### config.mk
export PLATFORM = sky130hd
export DESIGN_NAME = kamacore_stage_id_hs
export DESIGN_NICKNAME = d
export VERILOG_FILES = /design/src/rtl/kamacore_stage_id_hs.sv
export SDC_FILE = /design/constraint.sdc
export NUM_CORES = 2
export LEC_CHECK = 0
export ABC_AREA = 1
export CORE_ASPECT_RATIO = 0.75
export CORE_MARGIN = 8
export CORE_UTILIZATION = 27
export CTS_BUF_LIST = sky130_fd_sc_hd__clkbuf_16
export CTS_CLUSTER_DIAMETER = 80
export DETAILED_ROUTE_END_ITERATION = 8
export SYNTH_ARGS = -nofsm -noshare
export SYNTH_HDL_FRONTEND = slang
export SYNTH_SLANG_ARGS = --single-unit
### constraint.sdc
create_clock -name clk -period 2.1 [get_ports clk]
set_input_delay 0.42 -clock clk [delete_from_list [all_inputs] [get_ports clk]]
set_output_delay 0.42 -clock clk [all_outputs]
set_load 0.02 [all_outputs]
### src/rtl/kamacore_stage_id_hs.sv
// Handshaked instruction-decode stage with an internal register file.
// Accepts RV32 words from IF over valid/ready, reads and bypasses operands, builds the
// immediate, and holds the decoded result in a single ID->EX slot with its own valid/ready.
// A load in the slot whose rd feeds the incoming word inserts one bubble.
//
// Ports:
//   clk, rst                 clock (rising edge), asynchronous active-low reset
//   if_valid/if_ready        IF-side handshake; if_instruction is the RV32 word
//   ex_valid/ex_ready        EX-side handshake for the registered slot
//   ex_instruction, ex_rs1_data, ex_rs2_data, ex_imm, ex_rd_a, ex_is_load
//                            registered slot contents
//   flush                    drop the IF word and empty the slot
//   writeback_rd_we/_a/_data register-file write port (also bypassed to the read ports)
//   stall_count              saturating count of load-use bubble cycles
module kamacore_stage_id_hs #(
  parameter int unsigned CPU_WIDTH       = 32,
  parameter int unsigned REG_COUNT       = 32,
  parameter int unsigned STALL_CNT_WIDTH = 16,
  localparam int unsigned REG_ADDR_WIDTH = $clog2(REG_COUNT)
) (
  input  logic                       clk,
  input  logic                       rst,
  input  logic                       if_valid,
  output logic                       if_ready,
  input  logic [31:0]                if_instruction,
  output logic                       ex_valid,
  input  logic                       ex_ready,
  output logic [31:0]                ex_instruction,
  output logic [CPU_WIDTH-1:0]       ex_rs1_data,
  output logic [CPU_WIDTH-1:0]       ex_rs2_data,
  output logic [CPU_WIDTH-1:0]       ex_imm,
  output logic [REG_ADDR_WIDTH-1:0]  ex_rd_a,
  output logic                       ex_is_load,
  input  logic                       flush,
  input  logic                       writeback_rd_we,
  input  logic [REG_ADDR_WIDTH-1:0]  writeback_rd_a,
  input  logic [CPU_WIDTH-1:0]       writeback_rd_data,
  output logic [STALL_CNT_WIDTH-1:0] stall_count
);

  localparam int unsigned RfDepth = 2 ** REG_ADDR_WIDTH;

  localparam logic [6:0] OpLoad   = 7'b0000011;
  localparam logic [6:0] OpOpImm  = 7'b0010011;
  localparam logic [6:0] OpAuipc  = 7'b0010111;
  localparam logic [6:0] OpStore  = 7'b0100011;
  localparam logic [6:0] OpOp     = 7'b0110011;
  localparam logic [6:0] OpLui    = 7'b0110111;
  localparam logic [6:0] OpBranch = 7'b1100011;
  localparam logic [6:0] OpJalr   = 7'b1100111;
  localparam logic [6:0] OpJal    = 7'b1101111;

  // Register file: x0 has no storage; unused addresses (non power-of-two counts) read 0.
  logic [CPU_WIDTH-1:0] regs_q [1:REG_COUNT-1];
  logic [CPU_WIDTH-1:0] rf_rd  [RfDepth];

  for (genvar i = 1; i < REG_COUNT; i++) begin : g_rf
    always_ff @(posedge clk or negedge rst) begin
      if (!rst) begin
        regs_q[i] <= '0;
      end else if (writeback_rd_we && writeback_rd_a == REG_ADDR_WIDTH'(i)) begin
        regs_q[i] <= writeback_rd_data;
      end
    end
  end

  for (genvar i = 0; i < RfDepth; i++) begin : g_rd
    if (i == 0 || i >= REG_COUNT) begin : g_zero
      assign rf_rd[i] = '0;
    end else begin : g_reg
      assign rf_rd[i] = regs_q[i];
    end
  end

  // Decode of the incoming word
  logic [6:0]                opcode;
  logic [REG_ADDR_WIDTH-1:0] rs1, rs2, rd;
  logic [CPU_WIDTH-1:0]      rs1_data, rs2_data, imm;
  logic [31:0]               imm32;
  logic                      uses_rs1, uses_rs2;

  assign opcode = if_instruction[6:0];
  assign rs1    = REG_ADDR_WIDTH'(if_instruction[19:15]);
  assign rs2    = REG_ADDR_WIDTH'(if_instruction[24:20]);
  assign rd     = REG_ADDR_WIDTH'(if_instruction[11:7]);

  always_comb begin
    imm32    = '0;
    uses_rs1 = 1'b1;
    uses_rs2 = 1'b0;
    case (opcode)
      OpLoad, OpOpImm, OpJalr: imm32 = {{20{if_instruction[31]}}, if_instruction[31:20]};
      OpStore: begin
        imm32    = {{20{if_instruction[31]}}, if_instruction[31:25], if_instruction[11:7]};
        uses_rs2 = 1'b1;
      end
      OpBranch: begin
        imm32    = {{19{if_instruction[31]}}, if_instruction[31], if_instruction[7],
                    if_instruction[30:25], if_instruction[11:8], 1'b0};
        uses_rs2 = 1'b1;
      end
      OpOp: uses_rs2 = 1'b1;
      OpLui, OpAuipc: begin
        imm32    = {if_instruction[31:12], 12'h000};
        uses_rs1 = 1'b0;
      end
      OpJal: begin
        imm32    = {{11{if_instruction[31]}}, if_instruction[31], if_instruction[19:12],
                    if_instruction[20], if_instruction[30:21], 1'b0};
        uses_rs1 = 1'b0;
      end
      default: ;
    endcase
  end

  assign imm = CPU_WIDTH'($signed(imm32));

  // Same-cycle writeback wins over the stored value
  always_comb begin
    rs1_data = rf_rd[rs1];
    rs2_data = rf_rd[rs2];
    if (writeback_rd_we && writeback_rd_a == rs1 && rs1 != '0) rs1_data = writeback_rd_data;
    if (writeback_rd_we && writeback_rd_a == rs2 && rs2 != '0) rs2_data = writeback_rd_data;
  end

  // Slot registers
  logic                       ex_valid_q, ex_is_load_q;
  logic [31:0]                ex_instr_q;
  logic [CPU_WIDTH-1:0]       ex_rs1_q, ex_rs2_q, ex_imm_q;
  logic [REG_ADDR_WIDTH-1:0]  ex_rd_q;
  logic [STALL_CNT_WIDTH-1:0] stall_cnt_q;
  logic                       hazard, advance;

  assign advance  = !ex_valid_q || ex_ready;
  assign hazard   = if_valid && ex_valid_q && ex_is_load_q && ex_rd_q != '0 &&
                    ((uses_rs1 && rs1 == ex_rd_q) || (uses_rs2 && rs2 == ex_rd_q));
  assign if_ready = flush || (advance && !hazard);

  always_ff @(posedge clk or negedge rst) begin
    if (!rst) begin
      ex_valid_q   <= 1'b0;
      ex_is_load_q <= 1'b0;
      ex_instr_q   <= '0;
      ex_rs1_q     <= '0;
      ex_rs2_q     <= '0;
      ex_imm_q     <= '0;
      ex_rd_q      <= '0;
      stall_cnt_q  <= '0;
    end else if (flush) begin
      ex_valid_q <= 1'b0;
    end else if (advance) begin
      if (hazard) begin
        ex_valid_q <= 1'b0;
        if (stall_cnt_q != '1) stall_cnt_q <= stall_cnt_q + STALL_CNT_WIDTH'(1);
      end else begin
        ex_valid_q <= if_valid;
        if (if_valid) begin
          ex_instr_q   <= if_instruction;
          ex_rs1_q     <= rs1_data;
          ex_rs2_q     <= rs2_data;
          ex_imm_q     <= imm;
          ex_rd_q      <= rd;
          ex_is_load_q <= (opcode == OpLoad);
        end
      end
    end
  end

  assign ex_valid       = ex_valid_q;
  assign ex_instruction = ex_instr_q;
  assign ex_rs1_data    = ex_rs1_q;
  assign ex_rs2_data    = ex_rs2_q;
  assign ex_imm         = ex_imm_q;
  assign ex_rd_a        = ex_rd_q;
  assign ex_is_load     = ex_is_load_q;
  assign stall_count    = stall_cnt_q;

endmodule

; Word-level counts from Yosys, hierarchy flattened
; Index checks and enable logic that the tools add are counted.
[word_totals]
mem_bits_ro = 0
input_bits = 75
output_inout_bits = 152
n_memories = 0
latchBits = 0
wordCells = 162
regBits = 1143
ram_bits = 0
[op_classes]
bitwise = 4
addsub = 1
eq_ne = 45
magnitude_cmp = 2
muxes = 14
multipliers = 0
n_div = 0
reduce_logical = 57
n_shift = 0
[op_table]
columns = op, n
row1 = binary-select mux 32 bit (select 5 bit), 2
row2 = 2-to-1 mux 32 bit, 6
row3 = case mux 32 bit (5 select lines), 1
row4 = equality test 5 bit (second input constant), 16
row5 = logical AND 1 bit, 42
row6 = equality test 5 x 4 -> 1 bit (second input constant), 8
row7 = equality test 7 x 6 -> 1 bit (second input constant), 3
row8 = equality test 7 bit (second input constant), 3
row9 = equality test 5 x 3 -> 1 bit (second input constant), 4
row10 = equality test 5 bit, 4
row11 = adder 16 x 1 -> 16 bit (second input constant), 1
row12 = != test 16 bit (second input constant), 1
row13 = nonzero test 5 bit, 3
row14 = equality test 7 x 5 -> 1 bit (second input constant), 2
row15 = greater-or-equal comparator 6 bit (second input constant), 2
row16 = NOT 5 -> 6 bit, 2
row17 = equality test 5 x 2 -> 1 bit (second input constant), 2
row18 = OR reduction 3 bit, 3
row19 = AND reduction 4 bit, 2
row20 = equality test 7 x 2 -> 1 bit (second input constant), 1
row21 = equality test 5 x 1 -> 1 bit (second input constant), 1
row22 = 2-to-1 mux 1 bit, 5
row23 = logical OR 1 bit, 3
row24 = zero test 1 bit, 2
row25 = other kinds (3), 4

; Longest topological paths before layout
[logic_depth]
ltp_word = 9
mapped_depth = 15
ltp_nobuf = 13

; Worst setup path before layout
; No wires, ideal clock.
[synth_timing]
path_kind = in2out
start = input if_instruction[19]
end = output if_ready
arrival_ns = 1.636
required_ns = 1.680
slack_ns = 0.044
stages = 11
path_cell_list = buf_4 inv_2 nand2_1 nand2_1 nor3_1 nand3_2 nand2_2 nand2_4 nor2_4 buf_2 nor2_1
[synth_via]
elab_chain_cells = 7
[synth_rtl]
columns = item, line_no
row1 = from (decl), 25  ; input logic [31:0] if_instruction,
row2 = equality test 5 bit, 136  ; ((uses_rs1 && rs1 == ex_rd_q) || (uses_rs2 && rs2 == ex_rd_q));
row3 = logical AND 1 bit, 136
row4 = logical OR 1 bit, 136
row5 = logical AND 1 bit, 135  ; assign hazard = if_valid && ex_valid_q && ex_is_load_q && ex_rd_q != '0 &&
row6 = zero test 1 bit, 137  ; assign if_ready = flush || (advance && !hazard);
row7 = logical AND 1 bit, 137
row8 = logical OR 1 bit, 137
row9 = to (decl), 24  ; output logic if_ready,
; No other way between the ends.

==> impl_metrics.json <==
{
  "cp.required_ns": 1.68,
  "rsz0062_at_grt": "true",
  "status": "finished, violations left",
  "seq_power_share_pct": 43.7,
  "synthTopCellsByCount": "nand2_1, o21ai_0, dfrtp_1",
  "cts_made_buffers": 111,
  "grt_pass1_wl_um": 406000,
  "combPwrFrac_pct": 23.0,
  "routedWlPerCell_um": 22.6,
  "crit_path_end_kind": "primary output",
  "wl_met1_um": 125000,
  "cts_tree": "yes",
  "drtPass1Iterations": 8,
  "gp_congestion": 0.907,
  "synth.most_common_cell": "nand2_1",
  "area_growth_syn_to_layout_pct": 26.1,
  "synth_area_um2": 63000,
  "maxClockFrequency_mhz": 380,
  "fp-row-count": 153,
  "core_um2": 232000,
  "cts_buffer_depth": 3,
  "highest_layer": "met4",
  "yosysSeqAreaShare_pct": 45.2,
  "ios": 227,
  "setup_viol": 77,
  "grt_antenna_before_repair": 7,
  "dieWidth_um": 574,
  "grt_max_degree": 103,
  "ys_ff_latch": 1138,
  "synthArstFlopShare_pct": 100,
  "violations": "setup timing",
  "tns_ns": -2.95,
  "hold_viol": 0,
  "layout-drive-gt1-share_pct": 12.2,
  "place_inst": 12200,
  "ys_warn_count": 0,
  "cp_top_family": "simple AND/OR/NAND/NOR gates",
  "syn-num-nets": 9072,
  "dieArea_um2": 249000,
  "chipHeight_um": 434,
  "vias": 65000,
  "dp_hpwl_um": 188000,
  "start_util_pct": 27.2,
  "p_switching_w": 0.0221,
  "avgViaCountPerCell": 5.21,
  "p_leak_nw": 38.5,
  "critPathBufInv": 3,
  "wl_met2_um": 107000,
  "grt_usage_pct": 21.3,
  "yosys-top-cells-area": "dfrtp_1, nand2_1, o21ai_0, nand3_1, inv_1",
  "fin_crit_sh_pct": 125,
  "synth-edff-count": 0,
  "slew_viol_final": 0,
  "slowest_delay_ns": 0.44,
  "start_kind": "flip-flop",
  "yosysTopAreaCell": "dfrtp_1",
  "finalClockSkew_ns": 0.0405,
  "drv_cap": 0,
  "whs_ns": 0.116,
  "synth_cell_types": 37,
  "path_clk_slew_ns": 0.07,
  "grt.overflow.total": 0,
  "ir_drop_mv": 0.660,
  "period_minus_slack_ns": 2.63,
  "netlist.area_leader.share_pct": 45.2,
  "crit_arrival_ns": 2.21,
  "internal_power_w": 0.0437,
  "fin_cells": 12500,
  "path_class": "flip-flop to primary output",
  "clk_latency_ns": 0.75,
  "worst_pin_slew_ns": 0.581,
  "p_per_area_nw_per_um2": 828,
  "syn_inst": 8996,
  "clockRootBuffer": "clkbuf_16",
  "grt_pass1_vias": 58200,
  "slew_headroom_pct": 61.1,
  "crit_fanout": 3,
  "dominantRegCellSynth": "dfrtp_1",
  "numPortBuffers": 226,
  "p_sw_share_pct": 33.6,
  "synth.avg_cell_area_um2": 7.00,
  "crit_slowest_cell": "dfrtp_2",
  "nNetsFinal": 9355,
  "fin_ws_ns": -0.531,
  "wl_met3_um": 40200,
  "dr.first_iter.drc_count": 9979,
  "drc": 0,
  "min_path_type": "primary input to flip-flop",
  "clkPwrFrac_pct": 33.4,
  "cts.htree.levels": 3,
  "ant_nets": 0,
  "cts.sinks": 1138,
  "cp_cell_sequence": "buf_12 -> nand2_1 -> nand2_2 -> nor2_4 -> buf_4 -> nand4_1 -> nand2_4 -> nand2_4 -> nor2_4 -> nor2_2 -> buf_6",
  "wirelength_um": 282000
}
worst reg2reg max path, stage by stage, from the launching register on:
cell       delay [ns]
dfrtp_2          0.44
buf_12           0.14
nand2_1          0.07
nand2_2          0.07
nor2_4           0.10
buf_4            0.11
nand4_1          0.12
nand2_4          0.11
nand2_4          0.06
buf_6            0.13
nand2_8          0.18
clkinv_16        0.15
clkbuf_16        0.26
nand2_4          0.08
nand2_1          0.04
per-layer routing:
layer	global-route usage, %	vias up
li1	-	29700
met1	32.8	30800
met2	28.6	3966
met3	5.90	548
met4	5.90	0
met5	0	-
layout make-up:
class                           count  area, µm²
Fill cell                       24500     152000
Multi-Input combinational cell   6433      29600
Sequential cell                  1138      28500
Timing Repair Buffer              918      10900
Tap cell                         3100       3880
Clock buffer                      112       2800
Inverter                          676       2610
Clock inverter                     99       1040
Antenna cell                        5       12.5
Timing Repair inverter              1       11.3
flip-flops by register name (all words and copies together), names as in the netlist:
name / cells
ex_imm: 32
ex_rs1_data: 32
regs_q: 992
ex_instruction: 32
ex_is_load: 1
stall_count: 16
ex_rs2_data: 32
ex_valid: 1
per-stage QoR:
step	total power, W	instance area (µm²)	setup WS [ns]	utilization, %
floorplan	0.0370	63000	0.0439	-
global placement	0.0433	74100	-0.731	32.0
detailed placement	0.0435	74100	-0.735	32.0
CTS	0.0651	77900	-0.620	33.6
global route	0.0690	79400	-0.620	34.2
finish	0.0658	79400	-0.531	34.2
worst paths after layout:
check / startpoint / to / slack, ns / cells past startpoint
max: ex_instruction[9] / if_ready / -0.53 / 11
min: if_instruction[21] / ex_imm[1] / 0.12 / 3
max reg2reg: ex_instruction[9] / ex_rs2_data[18] / -0.08 / 14
min reg2reg: ex_rs2_data[27] / ex_rs2_data[27] / 0.47 / 2
max in group asynchronous: rst / regs_q[45] / 0.89 / 4
min in group asynchronous: rst / ex_instruction[0] / 0.24 / 2
power by group through the flow:
stage	clock network, W	registers (W)	logic, W
2_1_floorplan	0	0.0285	0.00847
3_3_place_gp	0	0.0289	0.0144
3_5_place_dp	0	0.0289	0.0146
4_1_cts	0.0221	0.0286	0.0144
5_1_grt	0.0230	0.0291	0.0169
6_report	0.0219	0.0287	0.0151
logic make-up after synthesis:
kind of cell,Yosys count,share of synthesized area (%)
simple gates,4603,29.9
compound gates,1806,15.4
buf+inv,1426,9.13
flops,1138,45.2
xor+xnor,22,0.306
fa+ha+maj,1,0.0199
layout by cell type, fill, tap and decap left out, types with 5 or more instances in the layout:
cell type and instances:
nand2_1 2978, o21ai_0 1184, dfrtp_1 1131, nand3_1 1078
inv_1 672, buf_4 414, nor2_1 324, a21oi_1 316
buf_12 247, o211ai_1 240, clkbuf_16 131, dlygate4sd2_1 123
nand2_2 88, clkdlybuf4s50_1 63, nand2_4 54, clkinv_1 32
or2_2 32, o21ai_1 24, bufinv_16 20, clkinv_2 19
o21ai_2 17, buf_6 14, clkdlybuf4s15_2 14, nor2_4 11
xor2_1 11, nor2_2 11, o2111ai_1 11, xnor2_1 10
buf_8 10, nand3_4 8, nand4_1 8, inv_2 7
dfrtp_2 7, a31oi_1 6, clkinvlp_4 6, diode_2 5
inv_8 5, buf_16 5, clkdlybuf4s15_1 5
timing repair:
item / in CTS / in global routing
buffers inserted: 2 / 12
hold endpoints to repair: 214 / 0
cloned: 1 / 28
hold buffers: 1 / 0
setup endpoints to repair: 192 / 145
pin swaps: 5 / 70
resized for setup: 208 / 240
(Power assumes the default switching activity.)
